[src/rtl/morse_text_ctrl.sv]
`default_nettype none
// ============================================================================
// Module   : morse_text_ctrl
// Brief    : Text line editor for decoded Morse characters. Codes go into a
//            working line; every v_sync fall copies it to the display buffer.
// Revision : 1.0 - initial release
// ============================================================================
module morse_text_ctrl #(
    parameter int          DEPTH = 8,
    parameter logic [4:0]  BLANK = 5'd26
) (
    input  logic                       board_clk,
    input  logic                       reset,
    input  logic                       letter_valid,
    input  logic [4:0]                 letter,
    output logic                       letter_ready,
    input  logic                       v_sync,
    input  logic [$clog2(DEPTH)-1:0]   rd_idx,
    output logic [4:0]                 rd_char,
    output logic [$clog2(DEPTH):0]     disp_count,
    output logic                       overflow
);

    localparam int IW = $clog2(DEPTH);
    localparam int CW = IW + 1;

    localparam logic [CW-1:0] c_full      = CW'(DEPTH);
    localparam logic [CW-1:0] c_cnt_one   = CW'(1);
    localparam logic [IW-1:0] c_idx_one   = IW'(1);
    localparam logic [IW-1:0] c_last_idx  = IW'(DEPTH - 1);
    localparam logic [4:0]    c_code_bs   = 5'd27;
    localparam logic [4:0]    c_code_clr  = 5'd28;
    localparam logic [4:0]    c_code_maxc = 5'd26;

    typedef enum logic [0:0] {
        IDLE = 1'b0,
        COPY = 1'b1
    } state_t;

    state_t          r_state;
    state_t          w_state_nxt;
    logic            w_copy_last;

    logic [CW-1:0]   r_count;
    logic            r_overflow;
    logic [IW-1:0]   r_copy_idx;
    logic [CW-1:0]   r_disp_count;
    logic [4:0]      r_rd_char;
    logic [4:0]      r_display [DEPTH];
    logic [4:0]      w_working [DEPTH];

    logic            r_sync1;
    logic            r_sync2;
    logic            r_sync_d;
    logic [1:0]      r_arm;
    logic            w_vs_fall;

    logic            w_accept;
    logic            w_is_char;
    logic            w_is_bs;
    logic            w_is_clr;
    logic            w_full;

    // ------------------------------------------------------------------
    // Code decode and handshake
    // ------------------------------------------------------------------
    assign letter_ready = (r_state == IDLE);
    assign w_accept     = letter_valid && letter_ready;
    assign w_is_char    = (letter <= c_code_maxc);
    assign w_is_bs      = (letter == c_code_bs);
    assign w_is_clr     = (letter == c_code_clr);
    assign w_full       = (r_count == c_full);

    // ------------------------------------------------------------------
    // v_sync synchronizer and falling-edge detector. The arm counter keeps
    // the detector blind until the history flop holds a real sample, so a
    // v_sync that is already low when reset releases does not trigger.
    // ------------------------------------------------------------------
    always_ff @(posedge board_clk or posedge reset) begin
        if (reset) begin
            r_sync1  <= 1'b1;
            r_sync2  <= 1'b1;
            r_sync_d <= 1'b1;
            r_arm    <= 2'd0;
        end else begin
            r_sync1  <= v_sync;
            r_sync2  <= r_sync1;
            r_sync_d <= r_sync2;
            if (r_arm != 2'd3) begin
                r_arm <= r_arm + 2'd1;
            end
        end
    end

    assign w_vs_fall = r_sync_d && !r_sync2 && (r_arm == 2'd3);

    // ------------------------------------------------------------------
    // Working line: one register per cell, all updated from the same code
    // ------------------------------------------------------------------
    for (genvar i = 0; i < DEPTH; i++) begin : g_cell
        localparam logic [CW-1:0] c_pos     = CW'(i);
        localparam logic [CW-1:0] c_pos_nxt = CW'(i + 1);

        logic [4:0] r_cell;
        logic [4:0] w_shift_in;

        if (i == DEPTH - 1) begin : g_tail
            assign w_shift_in = letter;
        end else begin : g_body
            assign w_shift_in = w_working[i + 1];
        end

        always_ff @(posedge board_clk or posedge reset) begin
            if (reset) begin
                r_cell <= BLANK;
            end else if (w_accept) begin
                if (w_is_clr) begin
                    r_cell <= BLANK;
                end else if (w_is_char) begin
                    if (w_full) begin
                        r_cell <= w_shift_in;
                    end else if (r_count == c_pos) begin
                        r_cell <= letter;
                    end
                end else if (w_is_bs && (r_count == c_pos_nxt)) begin
                    r_cell <= BLANK;
                end
            end
        end

        assign w_working[i] = r_cell;
    end

    // ------------------------------------------------------------------
    // Line length and sticky scroll flag
    // ------------------------------------------------------------------
    always_ff @(posedge board_clk or posedge reset) begin
        if (reset) begin
            r_count    <= '0;
            r_overflow <= 1'b0;
        end else if (w_accept) begin
            if (w_is_clr) begin
                r_count    <= '0;
                r_overflow <= 1'b0;
            end else if (w_is_char) begin
                if (w_full) begin
                    r_overflow <= 1'b1;
                end else begin
                    r_count <= r_count + c_cnt_one;
                end
            end else if (w_is_bs && (r_count != '0)) begin
                r_count <= r_count - c_cnt_one;
            end
        end
    end

    // ------------------------------------------------------------------
    // Copy FSM
    // ------------------------------------------------------------------
    always_ff @(posedge board_clk or posedge reset) begin
        if (reset) begin
            r_state <= IDLE;
        end else begin
            r_state <= w_state_nxt;
        end
    end

    always_comb begin
        w_state_nxt = r_state;
        w_copy_last = 1'b0;
        case (r_state)
            IDLE: begin
                if (w_vs_fall) begin
                    w_state_nxt = COPY;
                end
            end
            COPY: begin
                if (r_copy_idx == c_last_idx) begin
                    w_copy_last = 1'b1;
                    w_state_nxt = IDLE;
                end
            end
            default: begin
                w_state_nxt = IDLE;
            end
        endcase
    end

    always_ff @(posedge board_clk or posedge reset) begin
        if (reset) begin
            r_copy_idx   <= '0;
            r_disp_count <= '0;
        end else if (r_state == COPY) begin
            r_copy_idx <= w_copy_last ? '0 : (r_copy_idx + c_idx_one);
            if (w_copy_last) begin
                r_disp_count <= r_count;
            end
        end else begin
            r_copy_idx <= '0;
        end
    end

    // ------------------------------------------------------------------
    // Display buffer and registered read port; a read colliding with the
    // cell being copied sees the pre-copy value.
    // ------------------------------------------------------------------
    always_ff @(posedge board_clk or posedge reset) begin
        if (reset) begin
            for (int k = 0; k < DEPTH; k++) begin
                r_display[k] <= BLANK;
            end
            r_rd_char <= BLANK;
        end else begin
            if (r_state == COPY) begin
                r_display[r_copy_idx] <= w_working[r_copy_idx];
            end
            r_rd_char <= r_display[rd_idx];
        end
    end

    assign rd_char    = r_rd_char;
    assign disp_count = r_disp_count;
    assign overflow   = r_overflow;

endmodule
`default_nettype wire

[config.mk]
export PLATFORM = sky130hd
export DESIGN_NAME = morse_text_ctrl
export DESIGN_NICKNAME = d
export VERILOG_FILES = /design/src/rtl/morse_text_ctrl.sv
export SDC_FILE = /design/constraint.sdc
export NUM_CORES = 1
export LEC_CHECK = 0
export BUFFER_PORTS_ARGS = -buffer_cell sky130_fd_sc_hd__buf_2
export CORE_MARGIN = 2
export CORE_UTILIZATION = 50
export DETAILED_ROUTE_END_ITERATION = 8
export GPL_TIMING_DRIVEN = 0
export PLACE_DENSITY_LB_ADDON = 0.08
export SYNTH_ARGS = -nofsm -noshare
export SYNTH_HDL_FRONTEND = slang
export SYNTH_SLANG_ARGS = --single-unit
[constraint.sdc]
create_clock -name board_clk -period 2.8 [get_ports board_clk]
set_input_delay 0.28 -clock board_clk [delete_from_list [all_inputs] [get_ports board_clk]]
set_output_delay 0.28 -clock board_clk [all_outputs]
set_load 0.005 [all_outputs]
# [Word level (Yosys, flattened, before mapping)]
# Index checks and enable logic that the tools add are counted.
[word_totals] ff_bits=103 input_bits=12
[classes] n_addsub=4 n_bitwise=3 muxes=63 n_eq_ne=22 order_cmp=4 reduce_logical=38
[op_table] cell="5-bit 2-to-1 mux" n=45
[op_table] cell="40-bit bitwise mux" n=1
[op_table] cell="4-bit by 1-bit != test with 1-bit output (second input constant)" n=8
[op_table] cell="5-bit binary-select mux with 3-bit select" n=2
[op_table] cell="3-bit AND reduction" n=10
[op_table] cell="3-bit nonzero test" n=9
[op_table] cell="4-bit by 3-bit == test with 1-bit output (second input constant)" n=4
[op_table] cell="4-bit 2-to-1 mux" n=4
[op_table] cell="5-bit demux with 3-bit select" n=1
[op_table] cell="1-bit logical AND" n=13
[op_table] cell="5-bit == test (second input constant)" n=2
[op_table] cell="4-bit by 2-bit == test with 1-bit output (second input constant)" n=2
[op_table] cell="4-bit greater-or-equal comparator (second input constant)" n=2
[op_table] cell="3-bit NOT with 4-bit output" n=2
[op_table] cell="1-bit 2-to-1 mux" n=7
[op_table] cell="3-bit 2-to-1 mux" n=2
[op_table] cell="5-bit <= comparator (second input constant)" n=1
[op_table] cell="4-bit by 1-bit adder with 4-bit output (second input constant)" n=1
[op_table] cell="4-bit by 1-bit == test with 1-bit output (second input constant)" n=1
[op_table] cell="4-bit == test (second input constant)" n=1
[op_table] cell="4-bit zero test" n=1
[op_table] cell="4-bit by 1-bit < comparator with 1-bit output (second input constant)" n=1
[op_table] cell="2-bit nonzero test" n=2
[op_table] cell="4-bit nonzero test" n=1
[op_table] cell="11 further kinds" n=11

# [Depth between registers and ports, before layout]
# Gate-level depths: netlist of the first run.
[logic_depth] ltp_word=6 depth_mapped=8

# [Worst setup path after synthesis of the first run]
# No wires, ideal clock.
[synth_timing] path_type="register to register" start="register r_count[0]" end="register g_cell[3].r_cell[0]" path_stages_with_launch=7 t_required_ns=2.675 synth_period_minus_slack_ns=2.021 path_buffers=1 slack_ns=0.779 setup_ns=0.125 arrival_ns=1.896 cell_sequence="dfrtp_1 -> inv_1 -> ha_1 -> nand3b_1 -> clkbuf_1 -> a311oi_2 -> mux2_2"
[synth_between] elab_chain_len=4
[synth_rtl] item="start, declared" line="44" rtl="logic [CW-1:0] r_count;"
[synth_rtl] item="start signal, assigned" line="149" rtl="r_count <= r_count + c_cnt_one;"
[synth_rtl] item="start signal, assigned" line="152" rtl="r_count <= r_count - c_cnt_one;"
[synth_rtl] item="4-bit by 3-bit == test with 1-bit output or 4-bit == test (tied branches)" line="125, 72"
[synth_rtl] item="1-bit logical AND or 5-bit 2-to-1 mux (tied branches)" line="125, 120"
[synth_rtl] item="3-bit nonzero test (no source line) or 5-bit 2-to-1 mux (tied branches)"
[synth_rtl] item="3-bit AND reduction (no source line) or 5-bit 2-to-1 mux (tied branches)"
[synth_rtl] item="end signal, assigned" line="121" rtl="r_cell <= w_shift_in;"
[synth_rtl] item="end signal, assigned" line="123" rtl="r_cell <= letter;"
[synth_rtl] item="end, declared" line="104" rtl="logic [4:0] r_cell;"
# Several ways; a longest one is shown, not always the timed one.
# A chain may end at the register's enable or synchronous reset.

# [Worst setup path in the final report of the first run]
# Ends and elaborated chain as after synthesis.

==> summary.md, run 1 <==
| Metric | Value |
|---|---|
| Die Span X | 105 µm |
| FF+latch count, synth | roughly 100 |
| Library cell occupying the most area in the post-synthesis netlist | dfstp_2 |
| Kind of start point of the critical path | register |
| Total placed instance area | 0.00538 mm² |
| Fin. max-slew vios | 0 |
| Grt total ovfl | 0 |
| Top-count cell post-synth | nand2_1 |
| Worst-case clock buffer depth | 2 |
| Fin crit share | 0.921 |
| Actual transition at the worst max-transition pin | 1.07 ns |
| Net switching component of the power | approximately 2200 µW |
| Outcome | finished, final reports clean |
| CTS tree | yes |
| Post-CTS setup-driven buffer insertion count | 0 |
| Number of warnings printed during yosys synthesis | 0 |
| Share of power burned in the clock network | 0.142 |
| Length of routed wiring on met1 | 5.06 mm |
| Setup repair after global routing missed its margin | false |
| Antenna diode instance count | 0 |
| Layout cell share with drive strength beyond 1 | 0.272 |
| Number of unique standard cell types used by synthesis | 47 |
| Worst hold path class | input pin to register |
| Worst setup EP type | register |
| Vias after detailed routing | 3614 |
| Final min period | roughly 2.6 ns |
| Inserted Clock Buffers | 9 |
| Final wirelength | 11.0 mm |
| Number of enable-type register cells in the synthesized netlist | 0 |
| Number of buffers inserted by port buffering | 18 |
| F_max | just under 0.4 GHz |
| Reg clk slew, reported paths | 0.10 ns |
| Average wire length per cell after detail routing | 17.1 µm |
| Area contributors post-synth | dfstp_2 (28%), dfrtp_1 (24%), mux4_2 (8.9%) |
| Switching power as a share of total power | 0.373 |
| Slew HR | 0.284 |
| Clock root buffer | clkbuf_8 |
| Max Fanout on Critical Path | 10 |
| Clock sink count | between 100 and 150 |
| Residual DRC | 0 |
| Static Leakage | 0.00227 µW |
| # nets final | around 520 |
| Top routing layer in use | met4 |
| Post-DP HPWL | 7.80 mm |
| Arrival time at the worst endpoint | 2.83 ns |
| Peak ir drop on the vdd network | 0.542 mV |
| Later-pin clock latency in the skew report | 0.37 ns |
| Final design area excluding fillers | around 0.0056 mm² |
| FILL cells | 886 |
| Synth cell count leaders | nand2_1 (66), a21oi_1 (65), dfstp_2 (54) |
| Layout overhead on the synthesized area | 9.60% |
| Number of rows created at floorplan | 36 |
| GRT Util Overall | 0.214 |
| Fin Setup TNS | 0 ns |
| Antenna-violating nets left | 0 |
| Final setup violating endpoints | 0 |
| Clock skew | 0.0130 ns |
| Data required time at the worst endpoint | between 3 and 4 ns |
| Detailed-routed wire length on met3 | 317 µm |
| Fraction of the core area covered by cells at the end of the flow | 0.567 |
| Net count after synthesis | a little under 500 |
| Number of endpoints with negative hold slack in the final report | 0 |
| Number of iterations in the first detailed-routing pass | 4 |
| Synth Flop Type | dfstp_2 |
| Design internal power | 3750 µW |
| Worst Path Class, Setup | register to register |
| Smallest hold slack | ~0.18 ns |
| Post-synth top area share | 0.279 |
| Proportion of register bits with asynchronous set or reset after synthesis | 1.00 |
| Boundary pin count | 23 |
| Post-synthesis cell area | between 0.005 and 0.006 mm² |
| Number of cells produced by synthesis | 469 |
| Wire length of the first global-routing pass | 18.6 mm |
| Ratio of routed vias to standard cells | 5.65 |
| Core Box Area | 0.00982 mm² |
| Number of H-tree levels | 3 |
| Proportion of power drawn by flip-flops and latches | 0.472 |
| Maximum capacitance violations | 0 |
| Power density relative to cell area | 1070 mW/mm² |
| Number of DRC violations after detailed-routing iteration 0 | 203 |
| Number of antenna violations at the first check in global routing | 0 |
| Global placement routability congestion | 0.841 |
| Vias in the first global route | ~3600 |
| Die Y-Extent | 105 µm |
| Pin count of the biggest net entering global routing | 41 |
| Logic pwr share | 0.387 |
| Portion of the post-synthesis area used by sequential elements | 0.521 |
| Initial cell density of the core | 0.517 |
| Met2 WL | between 5 and 6 mm |
| Synthesized area per cell | 10.8 µm² |
| Overall die area | approximately 0.011 mm² |
cell type report:
cell class,instances,area [µm²],share of cell area
timing repair buffer,22,150,0.0270
sequential,103,2650,0.475
inverter,13,52.6,0.00944
multi-input combinational,328,2280,0.409
tap,133,166,0.0299
clock buffer,12,145,0.0261
buffer,25,113,0.0202
clock inverter,4,21.3,0.00382
final timing paths:
| check | endpoint | startpoint | slack (ns) | cells past startpoint |
|---|---|---|---|---|
| worst max-delay path | g_cell[2].w_shift_in[0]$_DFFE_PP0P_ | r_count[0]$_DFFE_PP0P_ | 0.22 | 6 |
| worst min-delay path | g_cell[6].w_shift_in[4]$_DFFE_PP1P_ | letter[4] | 0.18 | 2 |
| worst max register to register | g_cell[2].w_shift_in[0]$_DFFE_PP0P_ | r_count[0]$_DFFE_PP0P_ | 0.22 | 6 |
| worst min register to register | r_sync2$_DFF_PP1_ | r_sync1$_DFF_PP1_ | 0.36 | 0 |
| max in group asynchronous | g_cell[0].w_shift_in[1]$_DFFE_PP1P_ | reset | 1.36 | 5 |
| min in group asynchronous | r_arm[0]$_DFFE_PP0N_ | reset | 0.52 | 3 |
power by group through the flow:
stage	registers, µW	logic, µW	clock network (µW)
after CTS	2820	2350	880
after global routing	2910	2600	939
after global placement	2810	2260	0
after floorplan	2720	1770	0
final	2820	2320	848
after detailed placement	2850	2340	0
worst max-delay path, cell delays in order, from the launching register on:
cell      delay [ns]
dfrtp_1         0.46
inv_1           0.17
ha_1            0.28
nand3b_1        0.12
clkbuf_1        0.29
a311oi_2        0.73
mux2_2          0.41
per-stage QoR:
step / total power (µW) / instances / worst slack (ns)
floorplan: 4490 / 469 / 0.779
global placement: 5080 / 620 / 0.249
detailed placement: 5190 / 622 / 0.241
CTS: 6050 / 640 / 0.216
global route: 6450 / 640 / 0.0489
finish: 5990 / 640 / 0.222
sequential cells by signal, summed over array words and instances (netlist names):
register and flops:
r_sync2 1, r_sync1 1, g_cell.w_shift_in 35, rd_char 5, overflow 1, r_count 4, r_state 1, disp_count 4
r_arm 2, r_sync_d 1, r_copy_idx 3, r_display 40, g_cell.r_cell 5
repair_timing:
action / CTS / global route
hold buffers: 2 / 0
setup endpoints to repair: 0 / 2
gates resized for setup: 0 / 2
hold endpoints to repair: 23 / 0
cells in the final DEF (no fill, tap or decap), types with 3 or more instances in the layout:
cell,synthesis,routed
clkbuf_8,0,10
o211ai_1,8,8
ha_1,7,7
nand2_1,66,66
clkbuf_1,13,14
or3b_1,3,3
dfrtp_1,49,49
buf_1,3,3
nand3_1,4,4
and2_1,5,5
clkinv_2,0,3
mux2_2,8,8
buf_2,8,26
nand2b_1,3,3
nor2_1,29,29
o31ai_1,13,13
inv_1,13,12
mux2i_1,12,12
dfstp_2,54,54
o21ai_0,8,8
nand3b_1,5,5
mux4_2,20,20
o21ai_1,39,39
nand4_1,3,3
a21oi_1,65,65
kinds of logic (layout without fill, tap and decap cells):
kind of cell / Yosys count / after routing / share of synthesized area
compound gates: 147 / 147 / 0.172
fa+ha+maj: 7 / 7 / 0.0172
buf+inv: 38 / 76 / 0.0315
simple gates: 130 / 130 / 0.121
mux: 42 / 42 / 0.134
xor+xnor: 2 / 2 / 0.00345
flops: 103 / 103 / 0.521
layer usage:
metal / vias to the layer above / GRT usage
li1: 1753 / -
met1: 1791 / 0.284
met2: 51 / 0.356
met3: 19 / 0.0412
met4: 0 / 0.0686
met5: - / 0
(Power assumes the default switching activity.)
==> run 2: changes to the inputs <==
--- a/config.mk
+++ b/config.mk
@@ -7,7 +7,8 @@
 export LEC_CHECK = 0
 export BUFFER_PORTS_ARGS = -buffer_cell sky130_fd_sc_hd__buf_2
 export CORE_MARGIN = 2
-export CORE_UTILIZATION = 50
+export CORE_UTILIZATION = 40
+export CTS_CLUSTER_SIZE = 16
 export DETAILED_ROUTE_END_ITERATION = 8
 export GPL_TIMING_DRIVEN = 0
 export PLACE_DENSITY_LB_ADDON = 0.08
==> run 2 against run 1 <==
  * Worst hold slack worse by 0.15 ns
  * Worst setup slack worse by 0.013 ns
  * Total power up 5.7%
  * Sequential cell count unchanged
  * Final cell count up 5.8%
  * Global-route usage down 2.7 points
  * Sequential power about the same
  * Routed wire length up 7.0%
  * Clock power up 37%
==> summary.md, run 2 (synthesis results as in run 1) <==
| Metric | Value |
|---|---|
| CTS Hold Buffers Added | 0 |
| Endpoint of the worst-slack reg-to-reg timing path | g_cell[2].w_shift_in[2]$_DFFE_PP0P_ |
| Post-DP HPWL | about 8.2 mm |
| Length of routed wiring on met1 | 5.55 mm |
| GRT Util Overall | 0.187 |
| Residual DRC | 0 |
| Number of buffers inserted by port buffering | 18 |
| Placed instance count | 661 |
| Layout overhead on the synthesized area | 12.2% |
| Largest register FFs | 40 |
| Maximum capacitance violations | 0 |
| Post-route setup slack | between 0.2 and 0.25 ns |
| Most common library cell in the layout ignoring fill and taps | nand2_1 |
| Sequential cell area | ~0.0026 mm² |
| Worst hold path class | input pin to register |
| Clock root buffer | clkbuf_16 |
| Core Box Area | 0.0125 mm² |
| Number of H-tree levels | 3 |
| Worst reg-to-reg setup slack | 0.21 ns |
| Pin count of the biggest net entering global routing | 40 |
| Later-pin clock latency in the skew report | 0.35 ns |
| Die Y-Extent | 117 µm |
| Share of power burned in the clock network | 0.184 |
| # nets final | 519 |
| Top routing layer in use | met4 |
| Switching power as a share of total power | 0.366 |
| Number of endpoints with negative hold slack in the final report | 0 |
| FILL cells | 1241 |
| Area occupied by multi-input gates | 0.00228 mm² |
| Worst setup EP type | register |
| Peak ir drop on the vdd network | 0.338 mV |
| Overall die area | 0.0136 mm² |
| Worst setup path endpoint | g_cell[2].w_shift_in[2]$_DFFE_PP0P_ |
| Final wirelength | about 12 mm |
| Clock sink count | 103 |
| Setup repair after global routing missed its margin | false |
| Average wire length per cell after detail routing | 17.3 µm |
| Reg clk slew, reported paths | ~0.070 ns |
| Logic pwr share | 0.369 |
| Boundary pin count | 23 |
| Outcome | finished, final reports clean |
| Worst Path Class, Setup | register to register |
| Met2 WL | 5.70 mm |
| Launch point of the critical path | r_count[0]$_DFFE_PP0P_ |
| F_max | about 0.39 GHz |
| Die Span X | 117 µm |
| Final min period | ~2.6 ns |
| Static Leakage | 0.00229 µW |
| Clock skew | a little over 0.008 ns |
| Proportion of power drawn by flip-flops and latches | 0.447 |
| Design internal power | between 4000 and 5000 µW |
| Detailed-routed wire length on met3 | ~300 µm |
| Fin Setup TNS | 0 ns |
| Vias after detailed routing | 3597 |
| Layout cell share with drive strength beyond 1 | 0.273 |
| Final setup violating endpoints | 0 |
| Slew HR | 0.255 |
| Net switching component of the power | 2320 µW |
| Wire length of the first global-routing pass | 19.2 mm |
| Power density relative to cell area | about 1100 mW/mm² |
| Number of rows created at floorplan | 41 |
| FF-to-FF path depth | 6 |
| Ratio of routed vias to standard cells | 5.31 |
| Pre-CTS worst setup slack | 0.204 ns |
| Reg-to-reg critical path startpoint | r_count[0]$_DFFE_PP0P_ |
| Fin crit share | 0.925 |
| Most frequent cells in the layout | nand2_1 (66), a21oi_1 (65), dfstp_2 (54) |
| Number of DRC violations after detailed-routing iteration 0 | 158 |
| Global placement routability congestion | 0.809 |
| Actual transition at the worst max-transition pin | 1.11 ns |
| CTS tree | yes |
| Max Fanout on Critical Path | 10 |
| Post-CTS setup-driven buffer insertion count | 0 |
| Antenna diode instance count | 0 |
| Register with the highest flop count | r_display |
| Arrival time at the worst endpoint | approximately 2.8 ns |
| Vias in the first global route | about 3500 |
| Data required time at the worst endpoint | 3.04 ns |
| Inserted Clock Buffers | 9 |
| Grt total ovfl | 0 |
| Number of antenna violations at the first check in global routing | 0 |
| Initial cell density of the core | 0.406 |
| Antenna-violating nets left | 0 |
| Number of iterations in the first detailed-routing pass | 4 |
| Kind of start point of the critical path | register |
| Fraction of the core area covered by cells at the end of the flow | 0.455 |
| Worst-case clock buffer depth | 2 |
| Filler-free cell count of the finished design | 677 |
| Fin. max-slew vios | 0 |
run 2: how the worst min path moves through the flow:
stage	startpoint	to	slack [ns]	depth (start not counted)
2_1_floorplan	v_sync	r_sync1$_DFF_PP1_	0.28	0
3_3_place_gp	r_sync1$_DFF_PP1_	r_sync2$_DFF_PP1_	0.35	0
3_5_place_dp	r_sync1$_DFF_PP1_	r_sync2$_DFF_PP1_	0.35	0
4_1_cts	v_sync	r_sync1$_DFF_PP1_	0.009	1
5_1_grt	v_sync	r_sync1$_DFF_PP1_	0.009	1
6_report	v_sync	r_sync1$_DFF_PP1_	0.02	1
run 2: power by group through the flow:
stage | Clock (µW) | Sequential (µW) | Combinational (µW)
global route | 1270 | 2930 | 2630
floorplan | 0 | 2720 | 1770
detailed placement | 0 | 2860 | 2350
global placement | 0 | 2820 | 2310
finish | 1160 | 2830 | 2330
CTS | 1210 | 2840 | 2360
run 2: metal layers:
layer,GRT usage,vias up
met3,0.0358,16
met4,0.0643,0
met2,0.309,45
met5,0,-
met1,0.249,1778
li1,-,1758
run 2: layout make-up:
| class | count | share of cell area |
|---|---|---|
| plain buffers | 25 | 0.0198 |
| clock buffers | 11 | 0.0408 |
| clock inverters | 5 | 0.00615 |
| inverters | 13 | 0.00922 |
| multi-input cells | 328 | 0.399 |
| flip-flops and latches | 103 | 0.464 |
| well taps | 172 | 0.0378 |
| repair buffers | 20 | 0.0228 |
run 2: repair_timing:
item | CTS | global route
endpoints found under the hold margin | 0 | 0
resized for setup | 0 | 2
endpoints found under the setup margin | 0 | 2
run 2: worst max-delay path: stages, from the launching register on:
cell and delay, ns:
dfrtp_1 0.45, inv_1 0.16, ha_1 0.28, nand3b_1 0.13, clkbuf_1 0.29, a311oi_2 0.75, mux2_2 0.42
run 2: per-stage QoR:
| stage | power [µW] | hold WS, ns | area (µm²) |
|---|---|---|---|
| 5_1_grt | 6820 | 0.00927 | 5700 |
| 4_1_cts | 6400 | 0.00915 | 5700 |
| 3_3_place_gp | 5130 | 0.346 | 5390 |
| 3_5_place_dp | 5210 | 0.347 | 5430 |
| 2_1_floorplan | 4490 | 0.284 | 5080 |
| 6_report | 6330 | 0.0242 | 5700 |
